## src/rtl/eth_mdio_ctrl.sv

```systemverilog
// eth_mdio_ctrl: Clause-22 MDIO master with PHY reset sequencing.
// It holds eth_rstn low, then waits for the PHY to settle, then runs one
// 64-bit read or write frame on MDC/MDIO for each accepted request.
module eth_mdio_ctrl #(
   parameter int unsigned MDC_DIV         = 50,
   parameter int unsigned RST_CYCLES      = 1_000_000,
   parameter int unsigned POST_RST_CYCLES = 200_000
) (
   input  logic        CLK100MHZ,
   input  logic        rst,
   input  logic        req,
   input  logic        we,
   input  logic [4:0]  phy_addr,
   input  logic [4:0]  reg_addr,
   input  logic [15:0] wdata,
   output logic        ready,
   output logic        done,
   output logic [15:0] rdata,
   output logic        rd_err,
   output logic        eth_rstn,
   output logic        eth_mdc,
   output logic        eth_mdio_o,
   output logic        eth_mdio_oe,
   input  logic        eth_mdio_i
);

   localparam int unsigned DIV_W   = $clog2(2 * MDC_DIV);
   localparam int unsigned CNT_MAX = (RST_CYCLES > POST_RST_CYCLES) ? RST_CYCLES : POST_RST_CYCLES;
   localparam int unsigned CNT_W   = (CNT_MAX < 2) ? 1 : $clog2(CNT_MAX);

   localparam logic [DIV_W-1:0] DIV_LAST  = DIV_W'(2 * MDC_DIV - 1);
   localparam logic [DIV_W-1:0] DIV_HALF  = DIV_W'(MDC_DIV);
   localparam logic [CNT_W-1:0] RST_LAST  = CNT_W'(RST_CYCLES - 1);
   localparam logic [CNT_W-1:0] POST_LAST = CNT_W'(POST_RST_CYCLES - 1);

   // Frame bit indices (bit 0 is the first preamble bit on the wire)
   localparam logic [5:0] BIT_OE_OFF = 6'd46;
   localparam logic [5:0] BIT_TA     = 6'd47;
   localparam logic [5:0] BIT_DATA   = 6'd48;
   localparam logic [5:0] BIT_LAST   = 6'd63;

   localparam logic [1:0] S_RST_HOLD = 2'd0;
   localparam logic [1:0] S_RST_WAIT = 2'd1;
   localparam logic [1:0] S_IDLE     = 2'd2;
   localparam logic [1:0] S_SHIFT    = 2'd3;

   logic [1:0]       state_q,   state_d;
   logic [CNT_W-1:0] cnt_q,     cnt_d;
   logic [DIV_W-1:0] div_cnt_q, div_cnt_d;
   logic [5:0]       bit_q,     bit_d;
   logic [63:0]      frame_q,   frame_d;
   logic             we_q,      we_d;
   logic [15:0]      rx_q,      rx_d;
   logic             ta_err_q,  ta_err_d;
   logic [1:0]       sync_q,    sync_d;
   logic [15:0]      rdata_q,   rdata_d;
   logic             rd_err_q,  rd_err_d;
   logic             eth_rstn_q, eth_rstn_d;
   logic             eth_mdc_q,  eth_mdc_d;
   logic             mdio_o_q,   mdio_o_d;
   logic             mdio_oe_q,  mdio_oe_d;
   logic             ready_q,    ready_d;
   logic             done_q,     done_d;

   // Next-state and registered-output computation for the reset sequence and frame shifter
   always_comb begin
      state_d    = state_q;
      cnt_d      = cnt_q;
      div_cnt_d  = div_cnt_q;
      bit_d      = bit_q;
      frame_d    = frame_q;
      we_d       = we_q;
      rx_d       = rx_q;
      ta_err_d   = ta_err_q;
      rdata_d    = rdata_q;
      rd_err_d   = rd_err_q;
      sync_d     = {sync_q[0], eth_mdio_i};
      eth_rstn_d = eth_rstn_q;
      eth_mdc_d  = 1'b0;
      mdio_o_d   = 1'b1;
      mdio_oe_d  = 1'b0;
      ready_d    = 1'b0;
      done_d     = 1'b0;

      case (state_q)
         S_RST_HOLD: begin
            eth_rstn_d = 1'b0;
            if (cnt_q == RST_LAST) begin
               state_d    = S_RST_WAIT;
               cnt_d      = '0;
               eth_rstn_d = 1'b1;
            end else begin
               cnt_d = cnt_q + CNT_W'(1);
            end
         end

         S_RST_WAIT: begin
            eth_rstn_d = 1'b1;
            if (cnt_q == POST_LAST) begin
               state_d = S_IDLE;
               cnt_d   = '0;
               ready_d = 1'b1;
            end else begin
               cnt_d = cnt_q + CNT_W'(1);
            end
         end

         S_IDLE: begin
            ready_d = 1'b1;
            if (req) begin
               state_d   = S_SHIFT;
               ready_d   = 1'b0;
               we_d      = we;
               ta_err_d  = 1'b0;
               div_cnt_d = '0;
               bit_d     = '0;
               // Read frames keep the line high where the PHY owns it
               frame_d   = we ? {32'hFFFF_FFFF, 2'b01, 2'b01, phy_addr, reg_addr, 2'b10, wdata}
                              : {32'hFFFF_FFFF, 2'b01, 2'b10, phy_addr, reg_addr, 2'b11, 16'hFFFF};
               mdio_o_d  = frame_d[63];
               mdio_oe_d = 1'b1;
            end
         end

         S_SHIFT: begin
            mdio_o_d = mdio_o_q;
            if (div_cnt_q == DIV_LAST) begin
               // Sample at the end of the MDC-high phase
               if (!we_q) begin
                  if (bit_q == BIT_TA) begin
                     ta_err_d = sync_q[1];
                  end
                  if (bit_q >= BIT_DATA) begin
                     rx_d = {rx_q[14:0], sync_q[1]};
                  end
               end
               if (bit_q == BIT_LAST) begin
                  state_d   = S_IDLE;
                  ready_d   = 1'b1;
                  done_d    = 1'b1;
                  mdio_o_d  = 1'b1;
                  div_cnt_d = '0;
                  bit_d     = '0;
                  if (we_q) begin
                     rd_err_d = 1'b0;
                  end else begin
                     rdata_d  = rx_d;
                     rd_err_d = ta_err_d;
                  end
               end else begin
                  div_cnt_d = '0;
                  bit_d     = bit_q + 6'd1;
                  frame_d   = {frame_q[62:0], 1'b1};
                  mdio_o_d  = frame_d[63];
                  mdio_oe_d = we_q | (bit_d < BIT_OE_OFF);
               end
            end else begin
               div_cnt_d = div_cnt_q + DIV_W'(1);
               eth_mdc_d = (div_cnt_d >= DIV_HALF);
               mdio_oe_d = mdio_oe_q;
            end
         end

         default: begin
            state_d = S_RST_HOLD;
            cnt_d   = '0;
         end
      endcase
   end

   // State and output registers with synchronous reset
   always_ff @(posedge CLK100MHZ) begin
      if (rst) begin
         state_q    <= S_RST_HOLD;
         cnt_q      <= '0;
         div_cnt_q  <= '0;
         bit_q      <= '0;
         frame_q    <= '1;
         we_q       <= 1'b0;
         rx_q       <= '0;
         ta_err_q   <= 1'b0;
         sync_q     <= 2'b11;
         rdata_q    <= '0;
         rd_err_q   <= 1'b0;
         eth_rstn_q <= 1'b0;
         eth_mdc_q  <= 1'b0;
         mdio_o_q   <= 1'b1;
         mdio_oe_q  <= 1'b0;
         ready_q    <= 1'b0;
         done_q     <= 1'b0;
      end else begin
         state_q    <= state_d;
         cnt_q      <= cnt_d;
         div_cnt_q  <= div_cnt_d;
         bit_q      <= bit_d;
         frame_q    <= frame_d;
         we_q       <= we_d;
         rx_q       <= rx_d;
         ta_err_q   <= ta_err_d;
         sync_q     <= sync_d;
         rdata_q    <= rdata_d;
         rd_err_q   <= rd_err_d;
         eth_rstn_q <= eth_rstn_d;
         eth_mdc_q  <= eth_mdc_d;
         mdio_o_q   <= mdio_o_d;
         mdio_oe_q  <= mdio_oe_d;
         ready_q    <= ready_d;
         done_q     <= done_d;
      end
   end

   assign ready       = ready_q;
   assign done        = done_q;
   assign rdata       = rdata_q;
   assign rd_err      = rd_err_q;
   assign eth_rstn    = eth_rstn_q;
   assign eth_mdc     = eth_mdc_q;
   assign eth_mdio_o  = mdio_o_q;
   assign eth_mdio_oe = mdio_oe_q;

endmodule

```

## config.mk

```make
export PLATFORM = sky130hd
export DESIGN_NAME = eth_mdio_ctrl
export DESIGN_NICKNAME = d
export VERILOG_FILES = /design/src/rtl/eth_mdio_ctrl.sv
export SDC_FILE = /design/constraint.sdc
export NUM_CORES = 1
export LEC_CHECK = 0
export BUFFER_PORTS_ARGS = -buffer_cell sky130_fd_sc_hd__clkbuf_2
export CORE_MARGIN = 2
export CORE_UTILIZATION = 35
export CTS_CLUSTER_SIZE = 8
export DETAILED_ROUTE_END_ITERATION = 16
export GPL_TIMING_DRIVEN = 0
export SYNTH_ARGS = -nofsm -noshare
export SYNTH_HDL_FRONTEND = slang
export SYNTH_SLANG_ARGS = --single-unit
```

## constraint.sdc

```tcl
create_clock -name CLK100MHZ -period 2.9 [get_ports CLK100MHZ]
set_input_delay 0.145 -clock CLK100MHZ [delete_from_list [all_inputs] [get_ports CLK100MHZ]]
set_output_delay 0.145 -clock CLK100MHZ [all_outputs]
set_load 0.01 [all_outputs]
```

**Word-level counts from Yosys, hierarchy flattened**

Cells that the tools add are included.

- Add/subtract/negate cells: 3
- Magnitude comparators: 3
- Eq/ne operators: 14
- Muxes and demuxes: 43
- Bitwise gates (word level): 3
- Reductions and logical operators: 13

Operators with widths:

| cell | count |
|---|---|
| $mux W63 | 3 |
| $pmux W63 S2 | 1 |
| $mux W20 | 2 |
| $pmux W20 S2 | 1 |
| $mux W16 | 2 |
| $mux W30 | 1 |
| $add A20 B1 Y20 const B | 1 |
| $eq A20 B18 Y1 const B | 1 |
| $eq A20 B20 Y1 const B | 1 |
| $mux W6 | 3 |
| $mux W1 | 15 |
| $mux W7 | 2 |
| $pmux W7 S2 | 1 |
| $eq A6 B6 Y1 const B | 2 |
| $ne A2 B2 Y1 const B | 6 |
| $pmux W6 S2 | 1 |
| $mux W2 | 5 |
| $pmux W1 S2 | 4 |
| $pmux W2 S4 | 1 |
| $reduce_and A4 Y1 | 2 |
| $add A7 B1 Y7 const B | 1 |
| $eq A7 B7 Y1 const B | 1 |
| $ge A7 B6 Y1 const B | 1 |
| $add A6 B1 Y6 const B | 1 |
| 14 further kinds | 20 |

- Bits in registers: 141
- Output and inout bits: 23
- Word-level logic and storage cells: 96

**Longest topological paths before layout**

Gate-level depths: netlist of the first run.

- Depth after elaboration: 6
- Depth in mapped cells: 10

**Least setup slack after synthesis of the first run**

Ideal clock, no wire load.

- Path type: register -> register
- Start point: register bit_q[0]
- End point: register frame_q[20]
- Setup time: 0.120 ns
- Data arrival time: 1.985 ns
- Data required time: 2.780 ns
- Slack: 0.795 ns
- Cell stages (with the launch flop): 11
- Buffers on the path: 4
- Period minus slack after synthesis: 2.105 ns
- Cells stage by stage: dfxtp_1 > ha_1 > buf_2 > and3_1 > nand3_1 > a21o_1 > buf_2 > nand2_1 > buf_2 > buf_2 > a211o_1

- Longest elaborated chain between the ends: 3

RTL lines:

| what | line | source |
|---|---|---|
| from (decl) | 50 | `logic [5:0] bit_q, bit_d;` |
| from (signal assigned) | 195 | `bit_q <= bit_d;` |
| $eq A6 B6 Y1 | 137 | `if (bit_q == BIT_LAST) begin` |
| $ne A2 B2 Y1 (no line) | -- |  |
| $reduce_and A4 Y1 (no line) | -- |  |
| to (signal assigned) | 196 | `frame_q <= frame_d;` |
| to (decl) | 51 | `logic [63:0] frame_q, frame_d;` |

No other way between the ends.
A chain may end at the register's enable or synchronous reset.

**Final worst setup path of the first run**

- Start point: register bit_q[0]
- End point: register rdata_q[11] (netlist: rdata[11])

- Longest elaborated chain between the ends: 3
- Elaborated cells between the ends (all ways): 5
- Classes of those cells: order compare: 1; eq/ne: 1; mux: 2; reduce/logical: 1

RTL lines:

| what | line | source |
|---|---|---|
| $ge A6 B6 Y1 | 133 | `if (bit_q >= BIT_DATA) begin` |
| $mux W16 | 133 |  |
| $mux W16 | 129 | `if (!we_q) begin` |
| to (signal assigned) | 201 | `rdata_q <= rdata_d;` |
| to (decl) | 56 | `logic [15:0] rdata_q, rdata_d;` |

Several ways; a longest one is shown, not always the timed one.

==> results.md, run 1 <==
- Status: finished clean
- Worst IR Drop VDD: between 0.3 and 0.4 mV
- Ys async rst share: 0%
- Fillers: about 1.8k
- # resized after CTS: 0
- Total number of vias: roughly 5.2k
- CP max stage delay: slightly below 0.6 ns
- Vias in the first global route: between 4k and 5k
- Synth Cell Area: 6226 µm²
- Clock latency on the worst-skew pair: about 0.42 ns
- Seq/Total Area, Yosys: a little under half
- Final setup vio count: 0
- Synth unique cells: 60
- Worst Hold Class: in -> reg
- Register area: about 2800 µm²
- CTS clk-pin slew, worst paths: 0.06 ns
- Slew HR: approximately two fifths
- FMAX: ~400 MHz
- Clock Skew: between 0.005 and 0.006 ns
- Total GRT Usage: between 15 and 20%
- Rows: between 40 and 50
- Layout Nets: 819
- Synth Instances: approximately 710
- WHS: slightly above 0.09 ns
- Worst Setup Path Type: reg -> reg
- Max-slew violations: 0
- Die footprint: 18870 µm²
- Synthesized area per cell: just under 9 µm²
- Largest net degree at the start of global routing: 17
- Htree depth: 4
- YS warnings: 0
- # DRC: 0
- Worst setup SP type: register
- Cts bufs inserted: 17
- Layout cells sized above 1: between 10% and 20%
- Util after Layout: a little over two fifths
- Post-synth EDFFs: 0
- Chip Height: roughly 140 µm
- Worst path cell trace: ha_1 -> buf_2 -> and3_1 -> nand3_1 -> nor3_1 -> clkbuf_1 -> a211oi_1
- DR iter-0 viols: between 200 and 300
- Grt ovf: 0
- Design Area, Final: approximately 7400 µm²
- Period minus WS final: ~2.5 ns
- First-pass GRT wire length: approximately 23000 µm
- Leading area contributor after synthesis: dfxtp_1
- Initial antenna violation count: 0
- Syn_nets: 746
- Detail Placement HPWL: 9705 µm
- Final ANT Viol Nets: 0
- Area delta synth->final: 18.13%
- Core Box Area: about 17000 µm²
- Final Cycle Share: ~87%
- Initial core utilization: between 30% and 40%
- Pwr Density: 562.4 nW/µm²
- CTS hold repair buffers: 2
- Multi-input logic area: around 3100 µm²
- Max Cap Violations: 0
- Worst-path fanout max: 10
- CTS tree: yes
- Setup TNS: 0 ns
- Die X: about 140 µm
- Routed len/inst: roughly 14 µm
- Crit-path slowest cell: nor3_1
- Root buffer cell: clkbuf_16
- Drt total wl: between 10000 and 15000 µm
- Critical Path AT: 2.81 ns
- Leakage Power: between 2 and 3 nW
- Area share of the largest cell type after synthesis: a little under half
- R2R Setup Slk: 0.37 ns
- Post-DP Area: 6768 µm²
- Seq cells post-synth: between 100 and 150
- RSZ-0062 raised after global routing: false
- Worst path required time: approximately 3.2 ns
- Port Buf Inserts: 52
- I/O pin total: 54
- Number of diodes: 0
- First-pass DRT Iterations: 4
- Clk sinks: 141
- Post-synth top flop: dfxtp_1
- Post-CTS Setup Bufs: 0
- Fin. Hold Viols: 0
- Critical path endpoint category: register
- CTS Buffer Depth: 2
- GPL Wtd Cong: approximately 0.8
- Via density per instance: ~5.1
- Synth top area cells: dfxtp_1 45%, nor2_1 7.6%, mux2i_1 5.6%, o21bai_1 4.2%, a211o_1 3.9%
- Worst-margin pin slew: between 0.8 and 0.9 ns
-- where the power goes --
part	internal (mW)	switching, mW	total, mW
Clock	1.29	0.790	2.08
Sequential	1.94	0.00447	1.95
Combinational	0.0508	0.0606	0.111
Total	3.28	0.855	4.14
-- registers in the layout, indices dropped and copies added, names as in the netlist, 2 cells and up --
signal / count
bit_q: 6
cnt_q: 20
div_cnt_q: 7
frame_q: 63
rdata: 16
rx_q: 16
state_q: 2
sync_q: 2
-- stage by stage --
stage / setup slack, ns / std cells / total power [mW]
after floorplan: 0.7951 / 711 / 2.057
after global placement: 0.4173 / 988 / 2.101
after detailed placement: 0.4153 / 988 / 2.100
after CTS: 0.3863 / 1022 / 4.182
after global routing: 0.1559 / 1022 / 4.270
final: 0.3652 / 1022 / 4.136
-- worst max-delay path: cells and delay by family (launching register included) --
kind	cells	cell delay (ns)
flip-flops	1	0.39
adder cells (fa/ha/maj)	1	0.16
AND/OR/NAND/NOR	3	1.08
AO/OA/AOI/OAI	1	0.13
buffers and inverters	2	0.61
-- cell type report --
| cell class | instances | share of cell area (%) |
|---|---|---|
| well taps | 225 | 3.828 |
| plain buffers | 56 | 3.368 |
| multi-input cells | 508 | 42.60 |
| flip-flops and latches | 141 | 38.38 |
| repair buffers | 54 | 3.811 |
| inverters | 6 | 0.3062 |
| clock inverters | 6 | 0.7826 |
| clock buffers | 26 | 6.924 |
-- path summary, 6_finish.rpt --
| kind | depth (start not counted) | to | startpoint |
|---|---|---|---|
| setup / recovery | 7 | rdata[11] | bit_q[0] |
| hold / removal | 3 | div_cnt_q[6] | rst |
| setup reg to reg | 7 | rdata[11] | bit_q[0] |
| hold reg to reg | 1 | sync_q[1] | sync_q[0] |
-- metal layers --
layer / up-vias / part of all wire, % / global-route usage [%]
met3: 21 / 4.1 / 3.532
met2: 82 / 45 / 24.63
li1: 2680 / - / -
met1: 2454 / 49 / 20.53
met4: 0 / 1.7 / 6.644
met5: - / 0 / 0
-- cell usage after synthesis, types with 3 or more instances --
cell,n
ha_1,4
nor2_1,126
and3_1,4
a211oi_1,18
and2_1,4
o21bai_1,35
xor2_1,15
a22oi_1,3
buf_2,13
a21oi_1,46
or2_2,8
a211o_1,28
inv_1,6
nand3b_1,18
o21ai_0,27
nor4_1,15
nand3_1,15
nand2_1,27
clkbuf_1,38
nor2b_1,4
nor3_1,27
dfxtp_1,141
nand4_1,3
xnor2_1,7
mux2i_1,35
a22o_1,3
-- logic make-up after synthesis --
family / share of synthesized area, %
adders and majority gates: 0.9647
and+or+nand+nor: 20.84
buffers and inverters: 4.341
AOI/OAI and AO/OA: 19.80
xor gates and xnor gates: 3.095
muxes: 5.627
DFF: 45.34
-- placed cells by master (no fill, tap or decap), drive strengths merged, types with 3 or more instances in the layout --
master  Yosys  final
a211o      28     28
a211oi     18     18
a21oi      46     46
a22o        3      3
a22oi       3      3
and2        4      4
and3        6      6
buf        17     17
clkbuf     39    117
clkinv      0      4
dfxtp     141    141
ha          4      4
inv         6      6
mux2i      35     35
nand2      27     27
nand3      16     16
nand3b     18     18
nand4       3      3
nor2      126    126
nor2b       4      4
nor3       27     27
nor4       16     16
o21ai      28     28
o21bai     35     35
or2         8      8
xnor2       7      7
xor2       15     15
Power figures use the tool's default switching activity.
==> run 2, diff against run 1 <==
- ABC_AREA: default -> 1
- CORE_ASPECT_RATIO: default -> 2
==> run 2 against run 1 <==
Net effect: power shrank 2.4%; via count up 0.34%; combinational power hardly changed; sequential share of layout area increased by 0.18 points; clock skew is 0.0034 ns higher; synthesized area unchanged; flip-flop and latch count stayed put; critical path type unchanged; critical endpoint is now cnt_q[11].
==> results.md, run 2 <==
- Total number of vias: around 5.3k
- Max FFs per register: 63
- Number of diodes: 0
- Worst path required time: about 3.2 ns
- # resized after CTS: 0
- Final setup vio count: 0
- Period minus WS final: ~1.8 ns
- Post-synth EDFFs: 0
- Die footprint: ~19000 µm²
- First-pass GRT wire length: about 22000 µm
- First-pass DRT Iterations: 5
- CTS clk-pin slew, worst paths: approximately 0.060 ns
- Initial core utilization: a little over a third
- Slew HR: ~58%
- CP max stage delay: around 0.38 ns
- Die X: 98.31 µm
- # DRC: 0
- Via density per instance: between 4 and 5
- Pwr Density: roughly 550 nW/µm²
- Vias in the first global route: approximately 5k
- Commonest cells post-synth: 200 x nand2_1, 141 x dfxtp_1, 81 x nor2_1
- Rows: between 60 and 70
- Syn_nets: around 850
- CTS Buffer Depth: 2
- Final ANT Viol Nets: 0
- Critical path endpoint category: register
- Detail Placement HPWL: approximately 9400 µm
- FMAX: between 500 and 600 MHz
- Leakage Power: between 3 and 4 nW
- Area delta synth->final: 17.58%
- Clock latency on the worst-skew pair: 0.41 ns
- Seq cells post-synth: roughly 140
- Total GRT Usage: between 10% and 20%
- Layout cells sized above 1: roughly 17%
- Fin. Hold Viols: 0
- Cts bufs inserted: 17
- Worst setup SP type: register
- Clk sinks: ~140
- Routed len/inst: around 12 µm
- Max-slew violations: 0
- Final Cycle Share: between 60 and 70%
- Critical Path AT: around 2.1 ns
- Layout Nets: slightly above 900
- Leading area contributor after synthesis: dfxtp_1
- Max Cap Violations: 0
- Setup TNS: 0 ns
- Drt total wl: roughly 13000 µm
- Worst Hold Class: in -> reg
- YS warnings: 0
- Worst Setup Path Type: reg -> reg
- I/O pin total: between 50 and 60
- Synth Cell Area: between 6000 and 7000 µm²
- Crit-path slowest cell: dfxtp_1
- Seq/Total Area, Yosys: 45.34%
- Post-synth top flop: dfxtp_1
- Area share of the largest cell type after synthesis: around 45%
- RSZ-0062 raised after global routing: false
- Fillers: ~1.9k
- CTS hold repair buffers: 2
- Post-CTS Setup Bufs: 0
- Most frequent cells in the layout: 200 x nand2_1, 141 x dfxtp_1, 81 x nor2_1
- Worst path cell trace: ha_1 -> nand3_1 -> nor2_2 -> nand4_1 -> nand2_1 -> nand2_1 -> nand2_2 -> buf_4 -> nor2_1
- DR iter-0 viols: approximately 240
- Grt ovf: 0
- Largest registers: frame_q: 63 flops, cnt_q: 20 flops
- Synthesized area per cell: 7.677 µm²
- CTS tree: yes
- Synth Instances: 811
- Most common library cell in the layout ignoring fill and taps: nand2_1
- Count leader, synth: nand2_1
- Root buffer cell: clkbuf_16
- Chip Height: between 150 and 200 µm
- Ys async rst share: 0%
- Htree depth: 4
- Total power: around 4 mW
- GPL Wtd Cong: between 0.8 and 0.9
- Worst IR Drop VDD: about 0.38 mV
- Clock Skew: approximately 0.0093 ns
- Worst-path fanout max: 10
- Initial antenna violation count: 0
- Largest register by flop count: frame_q
- Most used cell, CP: nand2_1
- Util after Layout: 41.57%
- Synth top area cells: dfxtp_1 45%, nand2_1 12%, nor2_1 4.9%, o22ai_1 4.8%, inv_1 4.0%
- Synth unique cells: 40
- Largest net degree at the start of global routing: 17
- Worst-margin pin slew: 0.6355 ns
- Status: finished clean
- Core Box Area: approximately 18000 µm²
- Port Buf Inserts: between 50 and 60
[run 2: critical path, delay by kind of cell (launching register included)]
family	cells	cell delay (ns)
simple gates	7	0.84
fa+ha+maj	1	0.25
buf+inv	1	0.20
flops	1	0.38
[run 2: power breakdown]
group	switching [mW]	leakage [nW]	internal, mW
sequential	0.00407	1.14	1.94
clock	0.851	0.269	1.13
combinational	0.0679	1.68	0.0406
total	0.923	3.09	3.11
[run 2: cell families (layout without fill, tap and decap cells)]
logic type / Yosys count / after routing / synth area share [%]
AND/OR/NAND/NOR: 365 / 365 / 25.68
AO/OA/AOI/OAI: 167 / 167 / 16.50
flip-flops: 141 / 141 / 45.34
buffers and inverters: 115 / 201 / 9.003
XOR/XNOR: 19 / 19 / 2.673
adder cells (fa/ha/maj): 4 / 4 / 0.8039
[run 2: layout make-up]
type | count | area [µm²] | share of cell area (%)
flip-flops and latches | 141 | 2823 | 38.56
clock buffers | 19 | 442.9 | 6.050
multi-input cells | 555 | 2843 | 38.83
inverters | 73 | 281.5 | 3.845
well taps | 213 | 266.5 | 3.640
clock inverters | 13 | 105.1 | 1.436
plain buffers | 42 | 279.0 | 3.811
repair buffers | 54 | 280.3 | 3.828
[run 2: path summary, 6_finish.rpt]
check | start | to | slack, ns | cells past startpoint
worst max register to register | cnt_q[0] | cnt_q[11] | 1.11 | 9
worst min-delay path | reg_addr[2] | frame_q[20] | 0.02 | 5
worst min register to register | sync_q[0] | sync_q[1] | 0.43 | 1
worst max-delay path | cnt_q[0] | cnt_q[11] | 1.11 | 9
[run 2: per-stage QoR]
| step | hold slack [ns] | instances | setup WS, ns | cell area (µm²) |
|---|---|---|---|---|
| after floorplan | 0.2488 | 811 | 1.373 | 6226 |
| after global placement | 0.3451 | 1076 | 1.159 | 6753 |
| after detailed placement | 0.3442 | 1076 | 1.149 | 6753 |
| after CTS | 0.007302 | 1110 | 1.086 | 7321 |
| after global routing | 0.03107 | 1110 | 0.9750 | 7321 |
| final | 0.02261 | 1110 | 1.111 | 7321 |
[run 2: routing by layer]
metal / wire (µm) / global-route usage, % / vias to the layer above
li1: - / - / 2818
met1: 6138 / 17.61 / 2340
met2: 6320 / 23.97 / 91
met3: 522 / 4.491 / 6
met4: 106 / 5.269 / 0
met5: 0 / 0 / -
==> run 3, diff against run 2 <==
- clock period: 2.9 -> 1.65 ns (I/O delays scaled with it)
==> run 3 against run 2 <==
Net effect: fmax rose by 13%; count of clock-buffer cells in the layout did not move; setup slack got worse by 1.0 ns; final cell count rose by 2.3%; wire length rose by 3.4%; power rose by 78%; sequential power rose by 75%; critical endpoint is now frame_q[60]; largest cell class unchanged.
==> results.md, run 3 (synthesis gave the netlist of run 2 again) <==
- Status: finished clean
- Initial core utilization: a little over a third
- Total number of vias: ~5.4k
- Die footprint: about 19000 µm²
- Stages on worst setup path: 9
- Port Buf Inserts: 52
- Clk sinks: about 140
- # DRC: 0
- Cts bufs inserted: 17
- Via density per instance: around 4.8
- Vias in the first global route: between 5k and 6k
- Largest net degree at the start of global routing: 17
- R2R Setup Slk: ~0.072 ns
- Core Box Area: between 15000 and 20000 µm²
- Crit-path slowest cell: dfxtp_4
- Hold path depth: 3
- Clock latency on the worst-skew pair: ~0.42 ns
- Die X: ~98 µm
- Largest register by flop count: frame_q
- Rows: 69
- Worst Setup Path Type: reg -> reg
- Worst IR Drop VDD: roughly 0.67 mV
- Max FFs per register: 63
- RSZ-0062 raised after global routing: true
- Final setup vio count: 0
- Cells on worst reg2reg path: 9
- RR Endpoint: frame_q[60]
- I/O pin total: 54
- Routed len/inst: 11.91 µm
- Worst path cell trace: ha_4 -> nand3_4 -> nor2_4 -> nand2_4 -> nand3_4 -> inv_4 -> buf_4 -> o22ai_1 -> nand2_1
- Final Cycle Share: 95.61%
- Pwr Density: ~900 nW/µm²
- Largest registers: frame_q: 63 flops, cnt_q: 20 flops
- Htree depth: 4
- Detail Placement HPWL: 9437 µm
- Area delta synth->final: 24.22%
- Total GRT Usage: between 10% and 20%
- Period minus WS final: about 1.6 ns
- CTS clk-pin slew, worst paths: approximately 0.060 ns
- Grt ovf: 0
- FMAX: 633.9 MHz
- Layout Nets: around 950
- Most used cell, CP: nand3_4
- CP top delay family: simple AND/OR/NAND/NOR gates
- First-pass GRT wire length: between 20000 and 25000 µm
- WP buf/inv: 2
- Root buffer cell: clkbuf_16
- Worst-margin pin slew: between 0.6 and 0.7 ns
- CTS tree: yes
- Setup crit start: bit_q[0]
- CP max stage delay: between 0.3 and 0.4 ns
- First-pass DRT Iterations: 5
- Placed cell count: between 1k and 1.5k
- Layout cells sized above 1: 20.26%
- Final ANT Viol Nets: 0
- Fin cells: ~1.1k
- Initial antenna violation count: 0
- Most common library cell in the layout ignoring fill and taps: nand2_1
- Most frequent cells in the layout: 200 x nand2_1, 135 x dfxtp_1, 77 x nor2_1
- GPL Wtd Cong: about 0.80
- CTS Buffer Depth: 2
- DR iter-0 viols: 240
- Worst setup SP type: register
- Slew HR: roughly three fifths
- Chip Height: roughly 190 µm
- Worst Hold Class: in -> reg
- Fin. Hold Viols: 0
- FF-to-FF Start: bit_q[0]
- Drt total wl: between 10000 and 15000 µm
- Max-slew violations: 0
- Leakage Power: between 3 and 4 nW
- Critical Path AT: approximately 1.9 ns
- Setup TNS: 0 ns
- Critical path endpoint category: register
- Max Cap Violations: 0
- Number of diodes: 0
- WHS: approximately 0.0016 ns
- Util after Layout: between 40% and 50%
- Worst path required time: about 1.9 ns
- Clock Skew: between 0.01 and 0.015 ns
- Worst-path fanout max: 10
- CP Capture Point: frame_q[60]
- Total power: 7.166 mW
## run 3: changes by cell type in the layout (fill, tap and decap cells not counted), moves of 3 or more
cell	before	now
dfxtp_1	141	135
ha_1	4	1
ha_4	0	3
dlygate4sd3_1	2	23
o21ai_2	0	7
buf_4	5	9
dfxtp_4	0	3
o22ai_1	48	45
dfxtp_2	0	3
o22ai_2	0	3
nor2_4	4	8
nor2_1	81	77
o21ai_1	14	9
## run 3: how the worst min path moves through the flow
stage,from,endpoint,slack [ns]
finish,wdata[10],frame_q[10],0.002
global route,wdata[9],frame_q[9],0.003
CTS,wdata[9],frame_q[9],0.0007
detailed placement,eth_mdio_i,sync_q[0],0.28
global placement,eth_mdio_i,sync_q[0],0.28
floorplan,eth_mdio_i,sync_q[0],0.19
## run 3: cell type report
cell class	count	area [µm²]
tap	213	266.5
sequential	141	2838
clock inverter	13	105.1
fill	1800	9878
clock buffer	19	442.9
buffer	42	290.3
inverter	73	281.5
timing repair buffer	80	528.0
multi-input combinational	555	2982
## run 3: routing by layer
| metal | routed length, µm | part of all wire (%) | up-vias | GRT usage, % |
|---|---|---|---|---|
| met5 | 0 | 0 | - | 0 |
| met4 | 232 | 1.7 | 0 | 5.269 |
| met3 | 553 | 4.1 | 20 | 4.238 |
| met2 | 6479 | 48 | 100 | 24.67 |
| met1 | 6261 | 46 | 2431 | 17.75 |
| li1 | - | - | 2878 | - |
## run 3: timing repair
| item | in CTS | in global routing |
|---|---|---|
| pin swaps | 3 | 5 |
| endpoints found under the setup margin | 86 | 89 |
| gates resized for setup | 12 | 33 |
| hold buffers | 23 | 0 |
| buffers inserted | 3 | 2 |
| hold endpoints to repair | 22 | 0 |
## run 3: power by group
part	leakage, nW	total [mW]	internal [mW]	switching, mW
clock network	0.269	3.51	1.99	1.52
logic	1.82	0.238	0.108	0.129
registers	1.14	3.42	3.41	0.00904
total	3.23	7.17	5.50	1.66
## run 3: per-stage QoR
step,area [µm²],worst slack [ns]
4_1_cts,7592,0.01591
6_report,7734,0.07248
5_1_grt,7734,-0.02001
2_1_floorplan,6226,0.1234
3_3_place_gp,6753,-0.09061
3_5_place_dp,6753,-0.1010
## run 3: worst reg2reg max path: stages, from the launching register on
cell and delay (ns):
dfxtp_4 0.37, ha_4 0.16, nand3_4 0.10, nor2_4 0.17
nand2_4 0.08, nand3_4 0.10, inv_4 0.07, buf_4 0.19
o22ai_1 0.13, nand2_1 0.09
